==> config.mk <==
export PLATFORM = sky130hd
export DESIGN_NAME = data_stream_demultiplexer
export DESIGN_NICKNAME = d
export VERILOG_FILES = /design/src/rtl/data_stream_pkg.sv /design/src/rtl/data_stream_demultiplexer_symbol_timer.sv /design/src/rtl/data_stream_demultiplexer.sv
export SDC_FILE = /design/constraint.sdc
export NUM_CORES = 1
export LEC_CHECK = 0
export CAP_MARGIN = 20
export CORE_ASPECT_RATIO = 1.5
export CORE_MARGIN = 8
export CORE_UTILIZATION = 46
export DETAILED_ROUTE_END_ITERATION = 8
export PLACE_DENSITY_LB_ADDON = 0.2
export SETUP_SLACK_MARGIN = 0.1
export SLEW_MARGIN = 20
export SYNTH_ARGS = -nofsm -noshare
export SYNTH_HDL_FRONTEND = slang
export SYNTH_SLANG_ARGS = --single-unit
==> constraint.sdc <==
create_clock -name clk -period 2.4 [get_ports clk]
set_input_delay 0.48 -clock clk [delete_from_list [all_inputs] [get_ports clk]]
set_output_delay 0.48 -clock clk [all_outputs]
set_load 0.005 [all_outputs]
==> src/rtl/data_stream_pkg.sv <==
// Shared types and timing helpers for the data stream multiplexer/demultiplexer pair.
package data_stream_pkg;

    typedef enum logic [1:0] {
        MODE_OFF = 2'd0,
        MODE_1   = 2'd1,
        MODE_2   = 2'd2,
        MODE_3   = 2'd3
    } mode_t;

    typedef enum logic {
        TIMER_IDLE = 1'b0,
        TIMER_RUN  = 1'b1
    } timer_state_t;

    // Number of system clock cycles in one symbol period.
    function automatic int unsigned cycles_per_symbol(input int unsigned clk_f,
                                                      input int unsigned symbol_clk_f);
        return clk_f / symbol_clk_f;
    endfunction

    // Centre-of-slot sample point (slot is 0-based) for a symbol of n cycles.
    function automatic int unsigned slot_sample(input int unsigned n,
                                                input mode_t       mode,
                                                input int unsigned slot);
        int unsigned s;
        s = 0;
        case (mode)
            MODE_1: s = n / 2;
            MODE_2: s = (slot == 0) ? (n / 4) : (n / 2 + n / 4);
            MODE_3: begin
                if (slot == 0)      s = n / 6;
                else if (slot == 1) s = n / 3 + n / 6;
                else                s = (2 * n) / 3 + n / 6;
            end
            default: s = 0;
        endcase
        return s;
    endfunction

endpackage

==> src/rtl/data_stream_demultiplexer_symbol_timer.sv <==
// Symbol timing recovery: symbol_clk edge detect, IDLE/RUN state, slot counter and
// per-symbol mode latch.
module symbol_timer
    import data_stream_pkg::*;
#(
    parameter int unsigned n     = 100,
    parameter int unsigned cnt_w = 7
) (
    input  logic             clk,
    input  logic             rst,
    input  logic             symbol_clk,
    input  mode_t            mode,
    output logic [cnt_w-1:0] cnt,
    output mode_t            mode_l,
    output logic             sym_end,
    output logic             early_edge
);

    localparam logic [cnt_w-1:0] cnt_last = cnt_w'(n - 1);

    timer_state_t state;
    logic         sym_prev;
    logic         sym_rise;
    logic         at_last;

    assign sym_rise   = symbol_clk & ~sym_prev;
    assign at_last    = (cnt == cnt_last);
    assign sym_end    = (state == TIMER_RUN) && at_last;
    assign early_edge = (state == TIMER_RUN) && sym_rise && !at_last;

    // State, counter and mode latch; a new edge or a wrap both start a fresh symbol.
    always_ff @(posedge clk or negedge rst) begin
        if (!rst) begin
            state    <= TIMER_IDLE;
            cnt      <= '0;
            sym_prev <= 1'b0;
            mode_l   <= MODE_OFF;
        end else begin
            sym_prev <= symbol_clk;
            case (state)
                TIMER_IDLE: begin
                    cnt <= '0;
                    if (sym_rise) begin
                        state  <= TIMER_RUN;
                        mode_l <= mode;
                    end
                end
                TIMER_RUN: begin
                    if (sym_rise || at_last) begin
                        cnt    <= '0;
                        mode_l <= mode;
                    end else begin
                        cnt <= cnt + cnt_w'(1);
                    end
                end
                default: state <= TIMER_IDLE;
            endcase
        end
    end

endmodule

==> src/rtl/data_stream_demultiplexer.sv <==
// TDM demultiplexer: samples each slot at its centre and presents ds1..ds3 once per symbol.
// Optional build macro DEMUX_SYNC_CHECK_EN enables the sticky sync_err early-edge flag.
module data_stream_demultiplexer
    import data_stream_pkg::*;
#(
    parameter int unsigned symbol_clk_f = 1_000_000,
    parameter int unsigned clk_f        = 100_000_000,
    parameter int unsigned ds_width     = 8
) (
    input  logic                clk,
    input  logic                rst,
    input  logic                symbol_clk,
    input  logic [1:0]          mode,
    input  logic [ds_width-1:0] multiplexed_data,
    output logic [ds_width-1:0] ds1_out,
    output logic [ds_width-1:0] ds2_out,
    output logic [ds_width-1:0] ds3_out,
    output logic                ds_valid,
    output logic                sync_err
);

    localparam int unsigned n     = cycles_per_symbol(clk_f, symbol_clk_f);
    localparam int unsigned cnt_w = $clog2(n);

    localparam logic [cnt_w-1:0] s_m1   = cnt_w'(slot_sample(n, MODE_1, 0));
    localparam logic [cnt_w-1:0] s_m2_0 = cnt_w'(slot_sample(n, MODE_2, 0));
    localparam logic [cnt_w-1:0] s_m2_1 = cnt_w'(slot_sample(n, MODE_2, 1));
    localparam logic [cnt_w-1:0] s_m3_0 = cnt_w'(slot_sample(n, MODE_3, 0));
    localparam logic [cnt_w-1:0] s_m3_1 = cnt_w'(slot_sample(n, MODE_3, 1));
    localparam logic [cnt_w-1:0] s_m3_2 = cnt_w'(slot_sample(n, MODE_3, 2));

    logic [cnt_w-1:0]    cnt;
    mode_t               mode_l;
    logic                sym_end;
    logic                early_edge;
    logic [ds_width-1:0] sh1;
    logic [ds_width-1:0] sh2;
    logic [ds_width-1:0] sh3;

    symbol_timer #(
        .n     (n),
        .cnt_w (cnt_w)
    ) u_timer (
        .clk        (clk),
        .rst        (rst),
        .symbol_clk (symbol_clk),
        .mode       (mode_t'(mode)),
        .cnt        (cnt),
        .mode_l     (mode_l),
        .sym_end    (sym_end),
        .early_edge (early_edge)
    );

    // Capture each slot centre into its shadow; an early edge throws the partial symbol away.
    always_ff @(posedge clk or negedge rst) begin
        if (!rst) begin
            sh1 <= '0;
            sh2 <= '0;
            sh3 <= '0;
        end else if (early_edge) begin
            sh1 <= '0;
            sh2 <= '0;
            sh3 <= '0;
        end else begin
            case (mode_l)
                MODE_1: begin
                    if (cnt == s_m1) sh1 <= multiplexed_data;
                end
                MODE_2: begin
                    if (cnt == s_m2_0) sh1 <= multiplexed_data;
                    if (cnt == s_m2_1) sh2 <= multiplexed_data;
                end
                MODE_3: begin
                    if (cnt == s_m3_0) sh1 <= multiplexed_data;
                    if (cnt == s_m3_1) sh2 <= multiplexed_data;
                    if (cnt == s_m3_2) sh3 <= multiplexed_data;
                end
                default: ;
            endcase
        end
    end

    // End-of-symbol transfer of shadows to outputs with a one-cycle valid strobe.
    always_ff @(posedge clk or negedge rst) begin
        if (!rst) begin
            ds1_out  <= '0;
            ds2_out  <= '0;
            ds3_out  <= '0;
            ds_valid <= 1'b0;
        end else begin
            ds_valid <= 1'b0;
            if (sym_end && (mode_l != MODE_OFF)) begin
                ds_valid <= 1'b1;
                ds1_out  <= sh1;
                ds2_out  <= (mode_l == MODE_1) ? '0 : sh2;
                ds3_out  <= (mode_l == MODE_3) ? sh3 : '0;
            end
        end
    end

`ifdef DEMUX_SYNC_CHECK_EN
    // Sticky flag for a symbol edge arriving before the counter reached its last cycle.
    always_ff @(posedge clk or negedge rst) begin
        if (!rst) begin
            sync_err <= 1'b0;
        end else if (early_edge) begin
            sync_err <= 1'b1;
        end
    end
`else
    assign sync_err = 1'b0;
`endif

endmodule

==> impl_metrics.tcl <==
set metrics [dict create \
    drt-initial-drc-count 201 \
    postCtsResizedCells 0 \
    drt_wl_total_mm 5.139 \
    avgRoutedWirePerCell_um 15.67 \
    dp_cells 312 \
    synth_top_family_by_area "simple AND/OR/NAND/NOR gates" \
    io_pins 39 \
    grt_use_met2_pct 22.59 \
    drcViolationCount 0 \
    place_area_um2 3035 \
    grt_overflow 0 \
    yosysMostFrequentCell "dfrtp_1" \
    cap_violations 0 \
    worstMarginPinSlew_ns 0.7357 \
    yosys.area.top_type "dfrtp_1" \
    seq_area_frac_synth_pct 56.95 \
    skew_ns 0.006447 \
    synth-simple-area-share_pct 12.86 \
    place_ws_ns 0.4555 \
    die_h_um 108.7 \
    clock_latency_ns 0.33 \
    final_cells 328 \
    crit_buf_inv 0 \
    root_buffer "clkbuf_8" \
    period_needed_ns 1.939 \
    max_clock_freq_mhz 515.8 \
    synth_ff_type "dfrtp_1" \
    path_clk_slew_ns 0.07 \
    endpoint_kind "flip-flop" \
    synthArstFlopShare_pct 100.0 \
    htree_levels 3 \
    portBuffers 37 \
    slew_headroom_pct 50.72 \
    final_nets 268 \
    dp_hpwl_mm 3.703 \
    drtPass1Iterations 4 \
    dieArea_um2 8459 \
    ant_nets 0 \
    powerDensity_nw_per_um2 671.8 \
    slowest_delay_ns 0.42 \
    dieWidth_um 77.81 \
    slew_violations 0 \
    syn_area_per_cell_um2 12.49 \
    crit_family "simple AND/OR/NAND/NOR gates" \
    cpMaxStageDelayCell "dfrtp_1" \
    path_cells "ha_1, and3b_1, and3_2, o211ai_4, mux2_1" \
    vias 1701 \
    cts_inserted_buffers 9 \
    n_antenna_cell 0 \
    synth_compound_area_share_pct 11.82 \
    p_leak_nw 1.575 \
    path_max_fanout 25 \
    synth-xor-area-share_pct 1.661 \
    muxShareOfSynthArea_pct 10.35 \
    netlist_top_cells_area "dfrtp_1 57%, mux2i_1 6.1%, a22o_1 5.3%, mux2_1 4.3%, nor2_1 3.7%" \
    cts_hold_buf 0 \
    antenna_found_initial 0 \
    final_util_pct 57.03 \
    clk_path_buf_depth 2 \
    arrival_ns 2.15 \
    rsz0062_at_grt "false" \
    synth_nets 228 \
    grt-busiest-layer "met2" \
    power_mw 2.168 \
    grt_max_degree 61 \
    core_um2 5658 \
    critPathLaunchType "flip-flop" \
    hold_path.class "in2async" \
    grt_pass1_wl_mm 9.018 \
    holdWs_ns 0.1432 \
    track_usage_pct 13.64 \
    ir_drop_mv 0.3930 \
    yosysWarningCount 0 \
    yosys.area_share.adder_pct 1.898 \
    period_share_pct 80.79 \
    grt_use_met3_pct 4.703 \
    area_growth_pct 22.40 \
    synth-seq-cells 60 \
    setup_ws_ns 0.4611 \
    synth.top_cells.by_count "60 x dfrtp_1, 26 x nor2_1, 16 x a22o_1, 16 x mux2i_1, 12 x nand3_1" \
    grt_use_met1_pct 14.96 \
    numClockSinks 60 \
    viasPerCell 5.186 \
    fp-row-count 34 \
    worst_ep_required_time_ns 2.61 \
    yosys.cell_types.count 39 \
    synth.cell_area_um2 2636 \
    synth_edf_count 0 \
    stdcell_area_um2 3227 \
    hold_viol 0 \
    grt_pass1_vias 1838 \
    post-cts-setup-buffer-count 0 \
    finalSetupViolCount 0 \
    critical_path_class "reg2reg" \
    gp_congestion 0.7837 \
    synth_cells 211 \
    cts_tree "done" \
    outcome "completed" \
    fin_setup_tns_ns 0 \
    netlist.area_leader.share_pct 56.95 \
    drive_gt1_share_pct 12.50 \
    initial_utilization_pct 46.59 \
]
where the power goes:
group          internal (mW)  switching (mW)  total [mW]
combinational         0.0934           0.102       0.195
sequential              1.04          0.0584        1.10
clock                  0.473           0.399       0.871
final cells by class:
| type | count | area, µm² |
|---|---|---|
| fillers | 491 | 2431 |
| flip-flops and latches | 60 | 1501 |
| multi-input cells | 134 | 1021 |
| repair buffers | 40 | 400.4 |
| clock buffers | 9 | 123.9 |
| well taps | 72 | 90.09 |
| clock inverters | 7 | 67.56 |
| inverters | 6 | 22.52 |
routing by layer:
metal | share of wire [%] | routed length (µm)
met2 | 53 | 2732
met4 | 1.5 | 77
met3 | 5.2 | 265
met1 | 40 | 2063
met5 | 0 | 0
cell usage in the layout (no fill, tap or decap), drive strengths merged, types with 6 or more instances in the layout:
master and count:
nor2 26, mux2 10, inv 6, clkbuf 9
nand3 12, clkdlybuf4s50 36, o21ai 8, dfrtp 60
mux2i 16, a21oi 9, a22o 16
logic make-up (layout without fill, tap and decap cells):
family                     count (synthesis)  count (layout)
AOI/OAI and AO/OA                         37              37
xor gates and xnor gates                   5               5
adders and majority gates                  4               4
buffers and inverters                     17              62
DFF                                       60              60
muxes                                     26              26
other                                      1               1
and+or+nand+nor                           61              61
flip-flops by register name, summed over array words and instances (netlist names):
name	count
ds1_out	8
ds2_out	8
ds3_out	8
ds_valid	1
sh1	8
sh2	8
sh3	8
u_timer.cnt	7
u_timer.mode_l	2
u_timer.state	1
u_timer.sym_prev	1
worst paths after layout:
path | from | endpoint | slack (ns) | depth (start not counted)
worst max-delay path | u_timer.cnt[0]$_DFF_PN0_ | ds1_out[6]$_DFFE_PN0P_ | 0.46 | 5
worst min-delay path | rst | ds1_out[6]$_DFFE_PN0P_ | 0.14 | 2
worst max register to register | u_timer.cnt[0]$_DFF_PN0_ | ds1_out[6]$_DFFE_PN0P_ | 0.46 | 5
worst min register to register | sh1[7]$_DFFE_PN0P_ | ds1_out[7]$_DFFE_PN0P_ | 0.49 | 1
max in group asynchronous | rst | u_timer.sym_prev$_DFF_PN0_ | 1.99 | 2
min in group clk | sh1[7]$_DFFE_PN0P_ | ds1_out[7]$_DFFE_PN0P_ | 0.49 | 1
Power figures use the tool's default switching activity.
